$ cat src/rtl/mem_access_if.sv
// Bus bundle between execute, the memory-access stage, write-back and the data memory.
// The slave modport is the stage's view of it; the master modport is the surrounding core's.
interface mem_access_if #(
  parameter int MEM_AW = 18
);
  logic              enable;
  logic              done;
  logic              memread;
  logic              memwrite;
  logic [2:0]        funct3;
  logic [31:0]       addr;
  logic [31:0]       store_data;
  logic [2:0]        wselector_in;
  logic              wfrommem_in;
  logic [31:0]       pc_in;
  logic [31:0]       data_in;
  logic [4:0]        rd_in;
  logic [2:0]        wselector;
  logic              wfrommem;
  logic [31:0]       pc;
  logic [31:0]       data;
  logic [4:0]        rd;
  logic [31:0]       data_mem;
  logic              misaligned;
  logic              mem_req;
  logic              mem_we;
  logic [MEM_AW-1:0] mem_addr;
  logic [31:0]       mem_wdata;
  logic [3:0]        mem_wstrb;
  logic              mem_ready;
  logic [31:0]       mem_rdata;

  modport slave (
    input  enable, memread, memwrite, funct3, addr, store_data,
           wselector_in, wfrommem_in, pc_in, data_in, rd_in,
           mem_ready, mem_rdata,
    output done, wselector, wfrommem, pc, data, rd, data_mem, misaligned,
           mem_req, mem_we, mem_addr, mem_wdata, mem_wstrb
  );

  modport master (
    output enable, memread, memwrite, funct3, addr, store_data,
           wselector_in, wfrommem_in, pc_in, data_in, rd_in,
           mem_ready, mem_rdata,
    input  done, wselector, wfrommem, pc, data, rd, data_mem, misaligned,
           mem_req, mem_we, mem_addr, mem_wdata, mem_wstrb
  );
endinterface

$ cat src/rtl/mem_access.sv
// Memory-access stage: byte/half/word loads and stores over a req/ready handshake,
// then a one-cycle done with the extended load result and registered write-back fields.
module mem_access #(
  parameter int MEM_AW = 18
) (
  input logic         clk,
  input logic         rst,
  mem_access_if.slave bus
);

  typedef enum logic [1:0] {IDLE = 2'd0, ACCESS = 2'd1, FIN = 2'd2} state_e;

  state_e            state_q, state_d;
  logic              skip_q, load_q, we_q, misaligned_q;
  logic [2:0]        funct3_q;
  logic [1:0]        off_q;
  logic [2:0]        wselector_q;
  logic              wfrommem_q;
  logic [31:0]       pc_q, data_q, data_mem_q;
  logic [4:0]        rd_q;
  logic [MEM_AW-1:0] mem_addr_q;
  logic [31:0]       mem_wdata_q;
  logic [3:0]        mem_wstrb_q;

  logic              accept, is_mem, mis_c;
  logic [31:0]       wdata_c, load_c;
  logic [3:0]        wstrb_c;
  logic [7:0]        byte_c;
  logic [15:0]       half_c;

  assign accept = (state_q == IDLE) && bus.enable;

  // NOTE: every signal driven here gets a default first, so no path can infer a latch.
  always_comb begin
    is_mem  = bus.memread | bus.memwrite;
    mis_c   = 1'b0;
    wdata_c = bus.store_data;
    wstrb_c = 4'b1111;
    case (bus.funct3[1:0])
      2'b00: begin
        wdata_c = {4{bus.store_data[7:0]}};
        wstrb_c = 4'b0001 << bus.addr[1:0];
      end
      2'b01: begin
        mis_c   = bus.addr[0];
        wdata_c = {2{bus.store_data[15:0]}};
        wstrb_c = bus.addr[1] ? 4'b1100 : 4'b0011;
      end
      2'b10:   mis_c = |bus.addr[1:0];
      default: mis_c = 1'b1;
    endcase
    if (!is_mem)       mis_c   = 1'b0;
    if (!bus.memwrite) wstrb_c = 4'b0000;
  end

  always_comb begin
    byte_c = bus.mem_rdata[{off_q, 3'b000} +: 8];
    half_c = bus.mem_rdata[{off_q[1], 4'b0000} +: 16];
    case (funct3_q[1:0])
      2'b00:   load_c = {{24{~funct3_q[2] & byte_c[7]}}, byte_c};
      2'b01:   load_c = {{16{~funct3_q[2] & half_c[15]}}, half_c};
      default: load_c = bus.mem_rdata;
    endcase
  end

  // Faulted and non-memory ops spend their ACCESS cycle with no request, so every op
  // reaches done 2 + wait cycles after enable.
  always_comb begin
    state_d = state_q;
    case (state_q)
      IDLE:    if (bus.enable) state_d = ACCESS;
      ACCESS:  if (skip_q || bus.mem_ready) state_d = FIN;
      FIN:     state_d = IDLE;
      default: state_d = IDLE;
    endcase
  end

  // NOTE: sequential state uses non-blocking assignments so every register samples pre-edge values.
  always_ff @(posedge clk or posedge rst) begin
    if (rst) begin
      state_q      <= IDLE;
      skip_q       <= 1'b0;
      load_q       <= 1'b0;
      we_q         <= 1'b0;
      misaligned_q <= 1'b0;
      funct3_q     <= '0;
      off_q        <= '0;
      wselector_q  <= '0;
      wfrommem_q   <= 1'b0;
      pc_q         <= '0;
      data_q       <= '0;
      rd_q         <= '0;
      data_mem_q   <= '0;
      mem_addr_q   <= '0;
      mem_wdata_q  <= '0;
      mem_wstrb_q  <= '0;
    end else begin
      state_q <= state_d;
      if (accept) begin
        skip_q       <= !is_mem || mis_c;
        load_q       <= bus.memread;
        we_q         <= bus.memwrite;
        misaligned_q <= mis_c;
        funct3_q     <= bus.funct3;
        off_q        <= bus.addr[1:0];
        wselector_q  <= bus.wselector_in;
        wfrommem_q   <= bus.wfrommem_in;
        pc_q         <= bus.pc_in;
        data_q       <= bus.data_in;
        rd_q         <= bus.rd_in;
        data_mem_q   <= '0;
        if (is_mem && !mis_c) begin
          mem_addr_q  <= bus.addr[MEM_AW+1:2];
          mem_wdata_q <= wdata_c;
          mem_wstrb_q <= wstrb_c;
        end
      end else if (state_q == ACCESS && !skip_q && bus.mem_ready && load_q) begin
        data_mem_q <= load_c;
      end
    end
  end

  assign bus.done       = (state_q == FIN);
  assign bus.mem_req    = (state_q == ACCESS) && !skip_q;
  assign bus.mem_we     = bus.mem_req && we_q;
  assign bus.mem_addr   = mem_addr_q;
  assign bus.mem_wdata  = mem_wdata_q;
  assign bus.mem_wstrb  = mem_wstrb_q;
  assign bus.data_mem   = data_mem_q;
  assign bus.misaligned = misaligned_q;
  assign bus.wselector  = wselector_q;
  assign bus.wfrommem   = wfrommem_q;
  assign bus.pc         = pc_q;
  assign bus.data       = data_q;
  assign bus.rd         = rd_q;

endmodule
$ cat src/flat_wrapper.sv
// flat-port wrapper written by rule: the top's interface ports become plain ports
module mem_access_flat 
#(
  parameter int MEM_AW = 18
)
  (clk, rst, bus_enable, bus_memread, bus_memwrite, bus_funct3, bus_addr, bus_store_data, bus_wselector_in, bus_wfrommem_in, bus_pc_in, bus_data_in, bus_rd_in, bus_mem_ready, bus_mem_rdata, bus_done, bus_wselector, bus_wfrommem, bus_pc, bus_data, bus_rd, bus_data_mem, bus_misaligned, bus_mem_req, bus_mem_we, bus_mem_addr, bus_mem_wdata, bus_mem_wstrb);
  mem_access_if #(.MEM_AW(MEM_AW)) bus_i ();
  input logic clk;
  input logic rst;
  input wire logic [$bits(bus_i.enable)-1:0] bus_enable;
  input wire logic [$bits(bus_i.memread)-1:0] bus_memread;
  input wire logic [$bits(bus_i.memwrite)-1:0] bus_memwrite;
  input wire logic [$bits(bus_i.funct3)-1:0] bus_funct3;
  input wire logic [$bits(bus_i.addr)-1:0] bus_addr;
  input wire logic [$bits(bus_i.store_data)-1:0] bus_store_data;
  input wire logic [$bits(bus_i.wselector_in)-1:0] bus_wselector_in;
  input wire logic [$bits(bus_i.wfrommem_in)-1:0] bus_wfrommem_in;
  input wire logic [$bits(bus_i.pc_in)-1:0] bus_pc_in;
  input wire logic [$bits(bus_i.data_in)-1:0] bus_data_in;
  input wire logic [$bits(bus_i.rd_in)-1:0] bus_rd_in;
  input wire logic [$bits(bus_i.mem_ready)-1:0] bus_mem_ready;
  input wire logic [$bits(bus_i.mem_rdata)-1:0] bus_mem_rdata;
  output wire logic [$bits(bus_i.done)-1:0] bus_done;
  output wire logic [$bits(bus_i.wselector)-1:0] bus_wselector;
  output wire logic [$bits(bus_i.wfrommem)-1:0] bus_wfrommem;
  output wire logic [$bits(bus_i.pc)-1:0] bus_pc;
  output wire logic [$bits(bus_i.data)-1:0] bus_data;
  output wire logic [$bits(bus_i.rd)-1:0] bus_rd;
  output wire logic [$bits(bus_i.data_mem)-1:0] bus_data_mem;
  output wire logic [$bits(bus_i.misaligned)-1:0] bus_misaligned;
  output wire logic [$bits(bus_i.mem_req)-1:0] bus_mem_req;
  output wire logic [$bits(bus_i.mem_we)-1:0] bus_mem_we;
  output wire logic [$bits(bus_i.mem_addr)-1:0] bus_mem_addr;
  output wire logic [$bits(bus_i.mem_wdata)-1:0] bus_mem_wdata;
  output wire logic [$bits(bus_i.mem_wstrb)-1:0] bus_mem_wstrb;
  assign bus_i.enable = bus_enable;
  assign bus_i.memread = bus_memread;
  assign bus_i.memwrite = bus_memwrite;
  assign bus_i.funct3 = bus_funct3;
  assign bus_i.addr = bus_addr;
  assign bus_i.store_data = bus_store_data;
  assign bus_i.wselector_in = bus_wselector_in;
  assign bus_i.wfrommem_in = bus_wfrommem_in;
  assign bus_i.pc_in = bus_pc_in;
  assign bus_i.data_in = bus_data_in;
  assign bus_i.rd_in = bus_rd_in;
  assign bus_i.mem_ready = bus_mem_ready;
  assign bus_i.mem_rdata = bus_mem_rdata;
  assign bus_done = bus_i.done;
  assign bus_wselector = bus_i.wselector;
  assign bus_wfrommem = bus_i.wfrommem;
  assign bus_pc = bus_i.pc;
  assign bus_data = bus_i.data;
  assign bus_rd = bus_i.rd;
  assign bus_data_mem = bus_i.data_mem;
  assign bus_misaligned = bus_i.misaligned;
  assign bus_mem_req = bus_i.mem_req;
  assign bus_mem_we = bus_i.mem_we;
  assign bus_mem_addr = bus_i.mem_addr;
  assign bus_mem_wdata = bus_i.mem_wdata;
  assign bus_mem_wstrb = bus_i.mem_wstrb;
  mem_access #(.MEM_AW(MEM_AW)) u_core (.clk(clk), .rst(rst), .bus(bus_i));
endmodule
$ cat config.mk
export PLATFORM = sky130hd
export DESIGN_NAME = mem_access_flat
export DESIGN_NICKNAME = d
export VERILOG_FILES = /design/src/rtl/mem_access_if.sv /design/src/rtl/mem_access.sv /design/src/flat_wrapper.sv
export SDC_FILE = /design/constraint.sdc
export NUM_CORES = 1
export LEC_CHECK = 0
export ABC_AREA = 1
export ABC_CLOCK_PERIOD_IN_PS = 9700
export CAP_MARGIN = 40
export CORE_UTILIZATION = 30
export CTS_CLUSTER_DIAMETER = 100
export DETAILED_ROUTE_END_ITERATION = 12
export SLEW_MARGIN = 20
export SYNTH_ARGS = -nofsm -noshare
export SYNTH_HDL_FRONTEND = slang
export SYNTH_SLANG_ARGS = --single-unit
$ cat constraint.sdc
create_clock -name clk -period 9.7 [get_ports clk]
set_input_delay 0.97 -clock clk [delete_from_list [all_inputs] [get_ports clk]]
set_output_delay 0.97 -clock clk [all_outputs]
set_load 0.01 [all_outputs]
# Yosys cells after proc, flatten, opt, wreduce, memory -nomap -nowiden
# Index checks and enable logic that the tools add are counted.
dict set report classes {
  shift 3
  reduce_logical 18
  mux 12
  bitwise 4
  n_eq_ne 7
}
# op count
set op_table {}
lappend op_table {{one-hot mux 32 bit (2 select lines)} 2}
lappend op_table {{two-way mux 32 bit} 2}
lappend op_table {{indexed part select 32 x 6 -> 16 bit} 1}
lappend op_table {{indexed part select 32 x 6 -> 8 bit} 1}
lappend op_table {{two-way mux 4 bit} 2}
lappend op_table {{one-hot mux 4 bit (2 select lines)} 1}
lappend op_table {{== test 2 x 1 -> 1 bit, second input constant} 3}
lappend op_table {{logical AND 1 bit} 6}
lappend op_table {{logical NOT 2 bit} 3}
lappend op_table {{== test 2 bit, second input constant} 2}
lappend op_table {{two-way mux 2 bit} 2}
lappend op_table {{one-hot mux 2 bit (2 select lines)} 1}
lappend op_table {{AND reduction 2 bit} 2}
lappend op_table {{left shift 1 x 2 -> 4 bit, first input constant} 1}
lappend op_table {{logical NOT 1 bit} 3}
lappend op_table {{one-hot mux 1 bit (3 select lines)} 1}
lappend op_table {{AND 1 bit} 2}
lappend op_table {{logical OR 1 bit} 2}
lappend op_table {{!= test 2 x 1 -> 1 bit, second input constant} 1}
lappend op_table {{!= test 2 bit, second input constant} 1}
lappend op_table {{nonzero test 2 bit} 1}
lappend op_table {{OR reduction 2 bit} 1}
lappend op_table {{two-way mux 1 bit} 1}
lappend op_table {{inverter 1 bit} 1}
lappend op_table {{bitwise OR 1 bit} 1}
dict set report word_totals {
  out_inout_bits 163
  regBits 170
}

# Longest topological paths before layout
dict set report logic_depth {
  ltp_word 6
  depth_mapped 11
}

# Worst setup path before layout
# No wires, ideal clock.
dict set report synth_timing {
  path_type {input to register}
  start {input bus_funct3[1]}
  end {register u_core.mem_addr_q[0] (netlist: u_core.bus.mem_addr[0])}
  required_time_ps 9635
  path_buffers 3
  path_slack_ps 7779
  stages 8
  arrival_ps 1856
  cell_sequence {buf_2 -> nor2_2 -> nor2_1 -> nor2_1 -> buf_4 -> buf_4 -> nand3_1 -> nand2_1}
}
dict set report synth_between {
  elab_chain_cells 6
  word_cells_on_any_way 8
  classes_between {2 x eq/ne; 2 x mux; 4 x reduce/logical}
}
# element line
set synth_rtl {}
lappend synth_rtl {{start, declared} flat_wrapper.sv:13} ;# input wire logic [$bits(bus_i.funct3)-1:0] bus_funct3;
lappend synth_rtl {{== test 2 bit (tied with other cells)} mem_access.sv:39} ;# case (bus.funct3[1:0])
lappend synth_rtl {{one-hot mux 1 bit (3 select lines) *} mem_access.sv:39}
lappend synth_rtl {{two-way mux 1 bit *} mem_access.sv:52} ;# if (!is_mem) mis_c = 1'b0;
lappend synth_rtl {{logical NOT 1 bit *} mem_access.sv:112} ;# if (is_mem && !mis_c) begin
lappend synth_rtl {{logical AND 1 bit *} mem_access.sv:112}
lappend synth_rtl {{AND reduction 2 bit (no source line) *} n/a}
lappend synth_rtl {{end signal, assigned} mem_access.sv:113} ;# mem_addr_q <= bus.addr[MEM_AW+1:2];
lappend synth_rtl {{end, declared} mem_access.sv:21} ;# logic [MEM_AW-1:0] mem_addr_q;
# Mark *: on every way between the ends. The rest lies on a longest branch, timed or not.
# A chain may end at the register's enable or synchronous reset.

# Worst setup path after layout
dict set report layout_timing {
  start {input bus_funct3[1]}
  end {register u_core.mem_wdata_q[9] (netlist: u_core.bus.mem_wdata[9])}
}
dict set report layout_between {
  elab_chain_cells 6
  word_cells_on_any_way 9
  classes_between {2 x eq/ne; 3 x mux; 4 x reduce/logical}
}
# element line
set layout_rtl {}
lappend layout_rtl {{== test 2 bit (tied with other cells)} mem_access.sv:39}
lappend layout_rtl {{one-hot mux 1 bit (3 select lines)} mem_access.sv:39}
lappend layout_rtl {{two-way mux 1 bit} mem_access.sv:52}
lappend layout_rtl {{logical NOT 1 bit} mem_access.sv:112}
lappend layout_rtl {{logical AND 1 bit} mem_access.sv:112}
lappend layout_rtl {{AND reduction 2 bit (no source line)} n/a}
lappend layout_rtl {{end signal, assigned} mem_access.sv:114} ;# mem_wdata_q <= wdata_c;
lappend layout_rtl {{end, declared} mem_access.sv:22} ;# logic [31:0] mem_wdata_q;
# Several ways; a longest one is shown, not always the timed one.

==> impl_metrics.toml <==
[run_status]
run_status = "finished, final reports clean"

[power]
power_density_mw_per_mm2 = 291
p_total_mw = 3.40
p_leak_nw = 5.66
ir_drop_uv = 140

[cts]
h-tree-depth = 4
clockRootBuffer = "clkbuf_16"
clkLatencyLatePin_ns = 0.42
cts_hold_buffers = 0
cts_tree = "done"
clkTransAtPathRegs_ns = 0.08
cts_buffer_depth = 2
cts_setup_buffers = 0
clkSinkCount = 170
cts_resized = 0
cts_buffers = 17

[grt]
grt_max_degree = 87
grt_overflow = 0
grt.met1_usage_pct = 24.1
met3_usage_pct = 6.87
met2_usage_pct = 32.5
grt_pass1_wl_mm = 39.2
antenna_found_initial = 0
grt.busiest_layer = "met2"
grt_pass1_vias = 7060
grtUsageTotal_pct = 19.6

[synth]
async_flop_share_pct = 100
synth_flop_cell = "dfrtp_1"
ys_ff_latch = 170
synthXorXnorAreaFrac_pct = 0
synth_compound_area_share_pct = 7.37
synthSimpleGateAreaFrac_pct = 30.0
synthMuxAreaShare_pct = 0.133
synth_largest_area_cell = "dfrtp_1"
yosys.cell_types.count = 28
yosysMostFrequentCell = "nand2_1"
synthAdderAreaFrac_pct = 0
synth_top_family_by_area = "simple AND/OR/NAND/NOR gates"
synth_cells = 930
synth_top_area_share_pct = 56.3
syn_avg_cell_area_um2 = 8.12
synth_edf_count = 0
yosysWarningCount = 0
synthTopCellsByCount = "472 x nand2_1, 170 x dfrtp_1, 42 x nand3_1"
synth_area_mm2 = 0.00755
synth_fp_nets = 1108
synth.area.top_cells = "dfrtp_1 56%, nand2_1 23%, nand3_1 2.8%, o21ai_0 2.6%, o21ai_1 2.3%"
ys_seq_area_share_pct = 56.3

[sta]
hold_slack_ns = 0.473
min_period_ns = 3.05
drv_slew = 0
rsz0062_at_grt = "false"
max_freq_ghz = 0.328
relSlewSlack_pct = 47.3
hold_viol = 0
fin_setup_tns_ns = 0
setup_slack_ns = 6.65
fin_crit_sh_pct = 31.5
fin_skew_ns = 0.0104
setup_viol = 0
worstMarginPinSlew_ns = 0.790

[floorplan]
die_x_um = 161
coreArea_mm2 = 0.0245
pin_count = 341
rows = 57
initial_core_util_pct = 30.8
die-area_mm2 = 0.0258
die-height_um = 161

[critical_path]
crit_slowest_cell = "clkdlybuf4s50_1"
required_ns = 10.05
end_kind = "flip-flop"
r2r_cells = 10
crit_type = "in2reg"
critPathBufInv = 6
critPathTopFamily = "buffers and inverters"
critical_path_arrival_ns = 3.40
cp_cell_sequence = "clkdlybuf4s50_1 > buf_4 > inv_1 > a21oi_1 > nor2_1 > buf_4 > nand2_2 > buf_4 > buf_16 > nand2_1 > o21ai_1"
cp_num_cells = 11
startpoint_type = "primary input"
path_max_fanout = 84
critPathMostFrequentCell = "buf_4"
critPathMaxStageDelay_ns = 0.45

[cells_and_area]
drive_above_1_share_pct = 5.84
fin_area_mm2 = 0.0117
final_nets = 1416
antenna_cells = 0
area_growth_syn_to_layout_pct = 54.9
finalNonFillerCells = 1575
final_util_pct = 47.7

[routing]
dr.pass1.iters = 5
drt_iter0_drc = 420
avgViaCountPerCell = 4.52
routedWlPerCell_um = 15.8
vias = 7118
totalWireLength_mm = 24.9
drtAntennaViolNets = 0
drc_errors = 0

[place]
dp_hpwl_mm = 18.0
placed_cell_area_mm2 = 0.0111
gp_congestion = 0.816
dpl.cell_count = 1541
post-place-ws_ns = 5.93
port_buffers = 328

[flow_run]
maxCapViolCount = 0

[worst_hold_path]
hold_class = "reg2reg"
holdPathStages = 2
## cell usage in the layout (no fill, tap or decap), drive strengths merged, types with 13 or more instances in the layout
master	n
o21ai	75
nand2	478
inv	51
buf	13
a21oi	34
nand3	53
dfrtp	170
clkdlybuf4s50	328
nor2	19
clkbuf	19
## power by group
| group | total [mW] | internal (mW) | switching, mW |
|---|---|---|---|
| clock network | 0.643 | 0.335 | 0.308 |
| registers | 1.19 | 1.00 | 0.186 |
| logic | 1.57 | 0.767 | 0.803 |
## area by class of cell
cell class	count	area, um^2
Tap cell	324	405
Clock buffer	19	433
Sequential cell	170	4250
Multi-Input combinational cell	662	2840
Inverter	46	185
Fill cell	2435	12800
Clock inverter	13	110
Timing Repair Buffer	341	3470
## path summary, 6_finish.rpt
path                                                    start                                   to  slack [ns]
hold / removal             u_core.bus.data_mem[5]$_DFFE_PP0P_   u_core.bus.data_mem[5]$_DFFE_PP0P_        0.47
min in group asynchronous                                 rst   u_core.bus.mem_addr[4]$_DFFE_PP0P_        0.91
setup / recovery                                bus_funct3[1]  u_core.bus.mem_wdata[9]$_DFFE_PP0P_        6.65
max in group asynchronous                                 rst  u_core.bus.mem_addr[12]$_DFFE_PP0P_        7.76
setup reg to reg                u_core.state_q[0]$_DFFE_PP0P_  u_core.bus.mem_wdata[9]$_DFFE_PP0P_        7.46
hold reg to reg            u_core.bus.data_mem[5]$_DFFE_PP0P_   u_core.bus.data_mem[5]$_DFFE_PP0P_        0.47
## metal layers
metal | wire length [um] | vias up
li1 | - | 3511
met1 | 10400 | 3320
met2 | 11900 | 268
met3 | 2290 | 19
met4 | 288 | 0
met5 | 0 | -
## tightest hold or removal path: cells and delay by family (launching register included)
kind	cells	cell delay (ns)
flip-flops	1	0.34
AND/OR/NAND/NOR	2	0.10
## state kept, by name, indices dropped and copies added (netlist names)
name                   cells
u_core.bus.mem_wstrb       4
u_core.bus.data_mem       32
u_core.bus.data           32
u_core.skip_q              1
u_core.bus.mem_wdata      32
u_core.bus.wselector       3
u_core.bus.misaligned      1
u_core.bus.rd              5
u_core.funct3_q            3
u_core.off_q               2
u_core.we_q                1
u_core.bus.mem_addr       18
u_core.bus.wfrommem        1
u_core.bus.pc             32
u_core.state_q             2
u_core.load_q              1
## logic make-up (layout without fill, tap and decap cells)
logic type	count (synthesis)	count (layout)
AO/OA/AOI/OAI	110	110
buffers and inverters	98	419
flip-flops	170	170
multiplexers	1	1
AND/OR/NAND/NOR	551	551
Note: power is estimated with default switching activity, not from simulation.
